## config.mk

```make
export PLATFORM = sky130hd
export DESIGN_NAME = core_mem_requester
export DESIGN_NICKNAME = d
export VERILOG_FILES = /design/src/rtl/core_mem_requester.sv
export SDC_FILE = /design/constraint.sdc
export NUM_CORES = 1
export LEC_CHECK = 0
export ABC_CLOCK_PERIOD_IN_PS = 3450
export BUFFER_PORTS_ARGS = -buffer_cell sky130_fd_sc_hd__buf_2
export CAP_MARGIN = 20
export CORE_MARGIN = 4
export CORE_UTILIZATION = 45
export CTS_CLUSTER_SIZE = 12
export DETAILED_ROUTE_END_ITERATION = 10
export GPL_TIMING_DRIVEN = 0
export PLACE_DENSITY = 0.76
export SLEW_MARGIN = 5
export SYNTH_ARGS = -nofsm -noshare
export SYNTH_HDL_FRONTEND = slang
export SYNTH_SLANG_ARGS = --single-unit
```

## constraint.sdc

```tcl
create_clock -name clk -period 3.45 [get_ports clk]
set_clock_uncertainty 0.1 [all_clocks]
set_input_delay 1.035 -clock clk [delete_from_list [all_inputs] [get_ports clk]]
set_output_delay 1.035 -clock clk [all_outputs]
set_load 0.005 [all_outputs]
```

## src/rtl/core_mem_requester.sv

```systemverilog
// core_mem_requester
// Core-side initiator for the shared instruction/data RAM arbiter, one instance
// per core. It takes one access at a time from the core and drives this core's
// rden/wren/address/din lanes to the arbiter. It then waits for this core's acq
// bit and, for reads, captures this core's byte lane of Dq. The result, or a
// timeout error, goes back to the core over a valid/ready response channel.
//
// Handshakes: a transfer happens on a rising edge where valid and ready are
// both 1. req_valid/req_* come from the core and are accepted while
// req_ready=1. resp_valid/resp_rdata/resp_err are held stable from the cycle
// resp_valid rises until the edge where resp_ready is also 1.
//
// Ports
//   clk, rst_n              clock (rising edge), synchronous active-low reset
//   req_valid/req_ready     core request handshake
//   req_we/req_addr/req_wdata  access type (1 = write), byte address, write data
//   resp_valid/resp_ready   core response handshake
//   resp_rdata/resp_err     read data (0 for writes and errors), timeout flag
//   rden/wren               this core's request bits to the arbiter
//   mem_addr/mem_din        this core's lane LANE of the arbiter Address/Din buses
//   acq_in/dq_in            this core's grant bit, and lane LANE of the arbiter Dq bus
//   dbg_state_o             current FSM state, for observation only
module core_mem_requester #(
    parameter int LANE       = 0,
    parameter int RD_LATENCY = 2,
    parameter int TIMEOUT    = 255
) (
    input  logic       clk,
    input  logic       rst_n,
    input  logic       req_valid,
    output logic       req_ready,
    input  logic       req_we,
    input  logic [7:0] req_addr,
    input  logic [7:0] req_wdata,
    output logic       resp_valid,
    input  logic       resp_ready,
    output logic [7:0] resp_rdata,
    output logic       resp_err,
    output logic       rden,
    output logic       wren,
    output logic [7:0] mem_addr,
    output logic [7:0] mem_din,
    input  logic       acq_in,
    input  logic [7:0] dq_in,
    output logic [1:0] dbg_state_o
);

    typedef enum logic [1:0] {
        IDLE      = 2'd0,
        REQ       = 2'd1,
        WAIT_DATA = 2'd2,
        RESP      = 2'd3
    } state_t;

    localparam logic [7:0] TMO_LAST = 8'(TIMEOUT - 1);
    localparam logic [3:0] LAT_INIT = 4'(RD_LATENCY - 1);

    state_t     state_q, state_d;
    logic       req_ready_q, req_ready_d;
    logic       rden_q, rden_d;
    logic       wren_q, wren_d;
    logic       we_q, we_d;
    logic [7:0] addr_q, addr_d;
    logic [7:0] wdata_q, wdata_d;
    logic [7:0] tmo_cnt_q, tmo_cnt_d;
    logic [3:0] lat_cnt_q, lat_cnt_d;
    logic       rvalid_q, rvalid_d;
    logic [7:0] rdata_q, rdata_d;
    logic       err_q, err_d;

    always_comb begin
        state_d     = state_q;
        rden_d      = rden_q;
        wren_d      = wren_q;
        we_d        = we_q;
        addr_d      = addr_q;
        wdata_d     = wdata_q;
        tmo_cnt_d   = tmo_cnt_q;
        lat_cnt_d   = lat_cnt_q;
        rvalid_d    = rvalid_q;
        rdata_d     = rdata_q;
        err_d       = err_q;
        req_ready_d = 1'b0;

        // LANE only selects the arbiter bus slice at the instantiation site.
        assert (LANE >= 0 && LANE <= 7 && RD_LATENCY >= 1 && RD_LATENCY <= 15
                && TIMEOUT >= 2 && TIMEOUT <= 255);

        case (state_q)
            IDLE: begin
                if (req_valid && req_ready_q) begin
                    we_d      = req_we;
                    addr_d    = req_addr;
                    wdata_d   = req_wdata;
                    tmo_cnt_d = 8'd0;
                    rden_d    = ~req_we;
                    wren_d    = req_we;
                    state_d   = REQ;
                end
            end
            REQ: begin
                // tmo_cnt is 0 only in the first REQ cycle. The arbiter's acq
                // is registered and may still be high from a previous access,
                // so it is not trusted until the second cycle.
                if (tmo_cnt_q != 8'd0 && acq_in) begin
                    rden_d = 1'b0;
                    wren_d = 1'b0;
                    if (we_q) begin
                        rvalid_d = 1'b1;
                        rdata_d  = 8'd0;
                        err_d    = 1'b0;
                        state_d  = RESP;
                    end else begin
                        lat_cnt_d = LAT_INIT;
                        state_d   = WAIT_DATA;
                    end
                end else if (tmo_cnt_q >= TMO_LAST) begin
                    rden_d   = 1'b0;
                    wren_d   = 1'b0;
                    rvalid_d = 1'b1;
                    rdata_d  = 8'd0;
                    err_d    = 1'b1;
                    state_d  = RESP;
                end else begin
                    tmo_cnt_d = tmo_cnt_q + 8'd1;
                end
            end
            WAIT_DATA: begin
                if (lat_cnt_q == 4'd0) begin
                    rvalid_d = 1'b1;
                    rdata_d  = dq_in;
                    err_d    = 1'b0;
                    state_d  = RESP;
                end else begin
                    lat_cnt_d = lat_cnt_q - 4'd1;
                end
            end
            RESP: begin
                if (resp_ready) begin
                    rvalid_d = 1'b0;
                    rdata_d  = 8'd0;
                    err_d    = 1'b0;
                    state_d  = IDLE;
                end
            end
            default: state_d = IDLE;
        endcase

        // req_ready is registered so that it reads 0 in the cycle after a reset edge.
        req_ready_d = (state_d == IDLE);
    end

    always_ff @(posedge clk) begin
        if (!rst_n) begin
            state_q     <= IDLE;
            req_ready_q <= 1'b0;
            rden_q      <= 1'b0;
            wren_q      <= 1'b0;
            we_q        <= 1'b0;
            addr_q      <= 8'd0;
            wdata_q     <= 8'd0;
            tmo_cnt_q   <= 8'd0;
            lat_cnt_q   <= 4'd0;
            rvalid_q    <= 1'b0;
            rdata_q     <= 8'd0;
            err_q       <= 1'b0;
        end else begin
            state_q     <= state_d;
            req_ready_q <= req_ready_d;
            rden_q      <= rden_d;
            wren_q      <= wren_d;
            we_q        <= we_d;
            addr_q      <= addr_d;
            wdata_q     <= wdata_d;
            tmo_cnt_q   <= tmo_cnt_d;
            lat_cnt_q   <= lat_cnt_d;
            rvalid_q    <= rvalid_d;
            rdata_q     <= rdata_d;
            err_q       <= err_d;
        end
    end

    assign req_ready   = req_ready_q;
    assign rden        = rden_q;
    assign wren        = wren_q;
    assign mem_addr    = addr_q;
    assign mem_din     = wdata_q;
    assign resp_valid  = rvalid_q;
    assign resp_rdata  = rdata_q;
    assign resp_err    = err_q;
    assign dbg_state_o = state_q;

endmodule

```

==> summary.md <==
| Metric | Value |
|---|---|
| Status | complete, no violations |
| WL per Instance | 12.1 um |
| Multiplexer share of the synthesized area | 0.0462 |
| WP data required | between 2000 and 2500 ps |
| CP cell instances | buf_2 |
| I/O Buffers | 60 |
| Die height | 73.9 um |
| CP Capture Type | primary output |
| Grt total ovfl | 0 |
| Die area | 5460 um^2 |
| Top delay family on crit path | flip-flops |
| Clk root buf | clkbuf_8 |
| Global Route Usage Sum | 0.159 |
| Largest net degree at the start of global routing | 16 |
| Crit-path max cell delay | 480 ps |
| WHS Endpoint | resp_valid |
| Std-Cell Rows | 23 |
| Adder-cell area share of the yosys netlist | 0.0256 |
| Static Leak | 1.05 nW |
| Synth unique cells | 40 |
| CTS buffer count | 5 |
| Top cell type by total area after synthesis | dfxtp_1 |
| Tmin final | 2080 ps |
| Number of max-cap violations | 0 |
| Post-Synth XOR/XNOR Area | 0.0314 |
| ANT nets after route | 0 |
| Syn nets | 257 |
| Placed insts | 333 |
| Setup TNS | 0 ps |
| Setup CP Type | reg2out |
| Final Routed Wirelength | approximately 4.1 mm |
| Slew HR | 0.706 |
| P&R area growth vs syn | 23.2% |
| N_diodes | 0 |
| Setup repair bufs after CTS | 0 |
| Wire length of the first global-routing pass | roughly 7 mm |
| Compound-cell area share of the yosys netlist | 0.128 |
| DR vias | 1695 |
| Critical R2R Launch | tmo_cnt_q[0] |
| Share of cells above drive strength 1 | 0.278 |
| Die width | about 74 um |
| R2R setup slack | 1500 ps |
| Synth warn | 0 |
| Antenna violations before repair | 0 |
| Fin. max-slew vios | 0 |
| Syn avg cell area | 8.75 um^2 |
| I/O pins | 61 |
| Vias in the first global route | 1625 |
| Worst-path fanout max | 8 |
| CTS resizes | 0 |
| Cell Count, Final, Fillers Out | 341 |
| Initial Utilization | 0.478 |
| Post-Synth Simple-Gate Area | 0.275 |
| Ys async rst share | 0 |
| R2r worst-path depth | 8 |
| Synth top area cells | dfxtp_1 45%, nand2_1 11%, a21boi_0 6.5%, mux2i_1 4.6%, xnor2_1 2.7% |
| Max Root-Sink Buffers | 2 |
| Most frequent cell after synthesis | nand2_1 |
| Critical Path AT | approximately 940 ps |
| Clock Sinks | 44 |
| EDFF count, synth | 0 |
| Flops & latches, synth | 44 |
| Critical-path top delay cell | dfxtp_1 |
| Hold Buf Count CTS | 0 |
| Peak VDD IR | 0.000236 V |
| Hold Path Class | reg2reg |
| Synth Cell Area | 1950 um^2 |
| RSZ-0062 raised after global routing | no |
| R2r endpoint | resp_rdata[2] |
| Post-synth top cells | 59 x nand2_1, 44 x dfxtp_1, 17 x a21boi_0, 11 x nor2_1, 9 x mux2i_1 |
| Worst setup SP type | flip-flop |
| DP HPWL | 3.12 mm |
| Max Fclk | between 0.4 and 0.5 GHz |
| Share of the synthesized area in the top cell type | 0.451 |
| P per Cell Area | 418 nW/um^2 |
| CTS HTree Levels | 2 |
| Least-Margin Pin Slew | ~440 ps |
| Hold Vio Cnt, Final | 0 |
| CTS tree | yes |
| Drt drc | 0 |
| Largest family of logic cells by synthesized area | simple AND/OR/NAND/NOR gates |
| Cells after Synth | approximately 220 |
| Starting DRC count in detailed routing | 53 |
| Clk_lat worst skew | 300 ps |
| NumNets Final | around 320 |
| Final critical-path share of the clock period | 0.602 |
| Worst Path Buf+Inv | 1 |
| Setup Viol. Count Final | 0 |
| Pre-Repair DR Iteration Count | 4 |
| HP Start | resp_valid |
| Final Wtd Congestion | a little over 0.7 |
| Ys flop type | dfxtp_1 |
| CTS clock-pin slew for the worst setup and hold paths | around 90 ps |
| Avg Vias per Cell | 4.97 |
| Seq/Total Area, Yosys | 0.451 |
| Core Footprint | 4090 um^2 |
| Hold path depth | 2 |
-- final cells by class --
class | count | area, um^2
clock buffer | 5 | 68.8
inverter | 6 | 22.5
fill | 379 | 1680
buffer | 12 | 61.3
clock inverter | 3 | 21.3
multi-input combinational | 161 | 987
timing repair buffer | 60 | 300
sequential | 44 | 881
tap | 50 | 62.6
-- report_power, final --
part | switching (mW) | internal (mW)
Combinational | 0.0737 | 0.0630
Sequential | 0.0133 | 0.529
Clock | 0.182 | 0.144
Total | 0.269 | 0.736
-- sequential cells by signal (all words and copies together) (netlist names), 2 cells and up --
name and count:
mem_din 8, tmo_cnt_q 8, dbg_state_o 2, resp_rdata 8, lat_cnt_q 4, mem_addr 8
-- stage by stage --
step | area (um^2) | setup WS [ps] | hold WS [ps] | utilization | power (mW)
2_1_floorplan | 1950 | 1390 | 338 | - | 0.637
3_3_place_gp | 2310 | 1110 | 330 | 0.566 | 0.691
3_5_place_dp | 2310 | 1080 | 341 | 0.566 | 0.693
4_1_cts | 2400 | 1380 | 355 | 0.588 | 1.01
5_1_grt | 2400 | 1250 | 381 | 0.588 | 1.05
6_report | 2400 | 1370 | 346 | 0.588 | 1.00
-- cell usage in the layout (no fill, tap or decap), types with 2 or more instances in the layout --
| cell type | n |
|---|---|
| a21boi_0 | 17 |
| inv_1 | 6 |
| nand3_1 | 6 |
| mux2i_1 | 9 |
| buf_2 | 61 |
| dfxtp_1 | 44 |
| nand3b_1 | 3 |
| nor4b_2 | 2 |
| clkbuf_1 | 8 |
| xnor2_1 | 6 |
| nor2b_1 | 3 |
| nor3_1 | 6 |
| buf_6 | 2 |
| nand2_1 | 59 |
| a31oi_1 | 4 |
| clkbuf_8 | 5 |
| o21a_1 | 3 |
| ha_1 | 4 |
| nor3b_2 | 2 |
| o21ai_0 | 2 |
| nor2_1 | 11 |
| a21oi_1 | 3 |
| and2_1 | 2 |
| nor3b_1 | 3 |
-- worst max path at each step --
stage	from	to	slack (ps)	depth (start not counted)
floorplan	acq_in	dbg_state_o[0]	1390	5
global placement	rst_n	lat_cnt_q[2]	1110	5
detailed placement	rst_n	lat_cnt_q[2]	1080	5
CTS	dbg_state_o[0]	dbg_state_o[0]	1380	1
global route	rst_n	lat_cnt_q[2]	1250	5
finish	dbg_state_o[0]	dbg_state_o[0]	1370	1
-- logic make-up after synthesis --
kind of cell    Yosys count
simple gates            107
flops                    44
compound gates           34
buf+inv                  18
mux                       9
xor+xnor                  7
fa+ha+maj                 4
-- routing by layer --
metal,GRT usage,share of wire,vias up
met1,0.185,0.45,777
met4,0.0483,0.010,0
li1,-,-,875
met2,0.267,0.47,39
met3,0.0616,0.070,4
met5,0,0,-
Note: power is estimated with default switching activity, not from simulation.
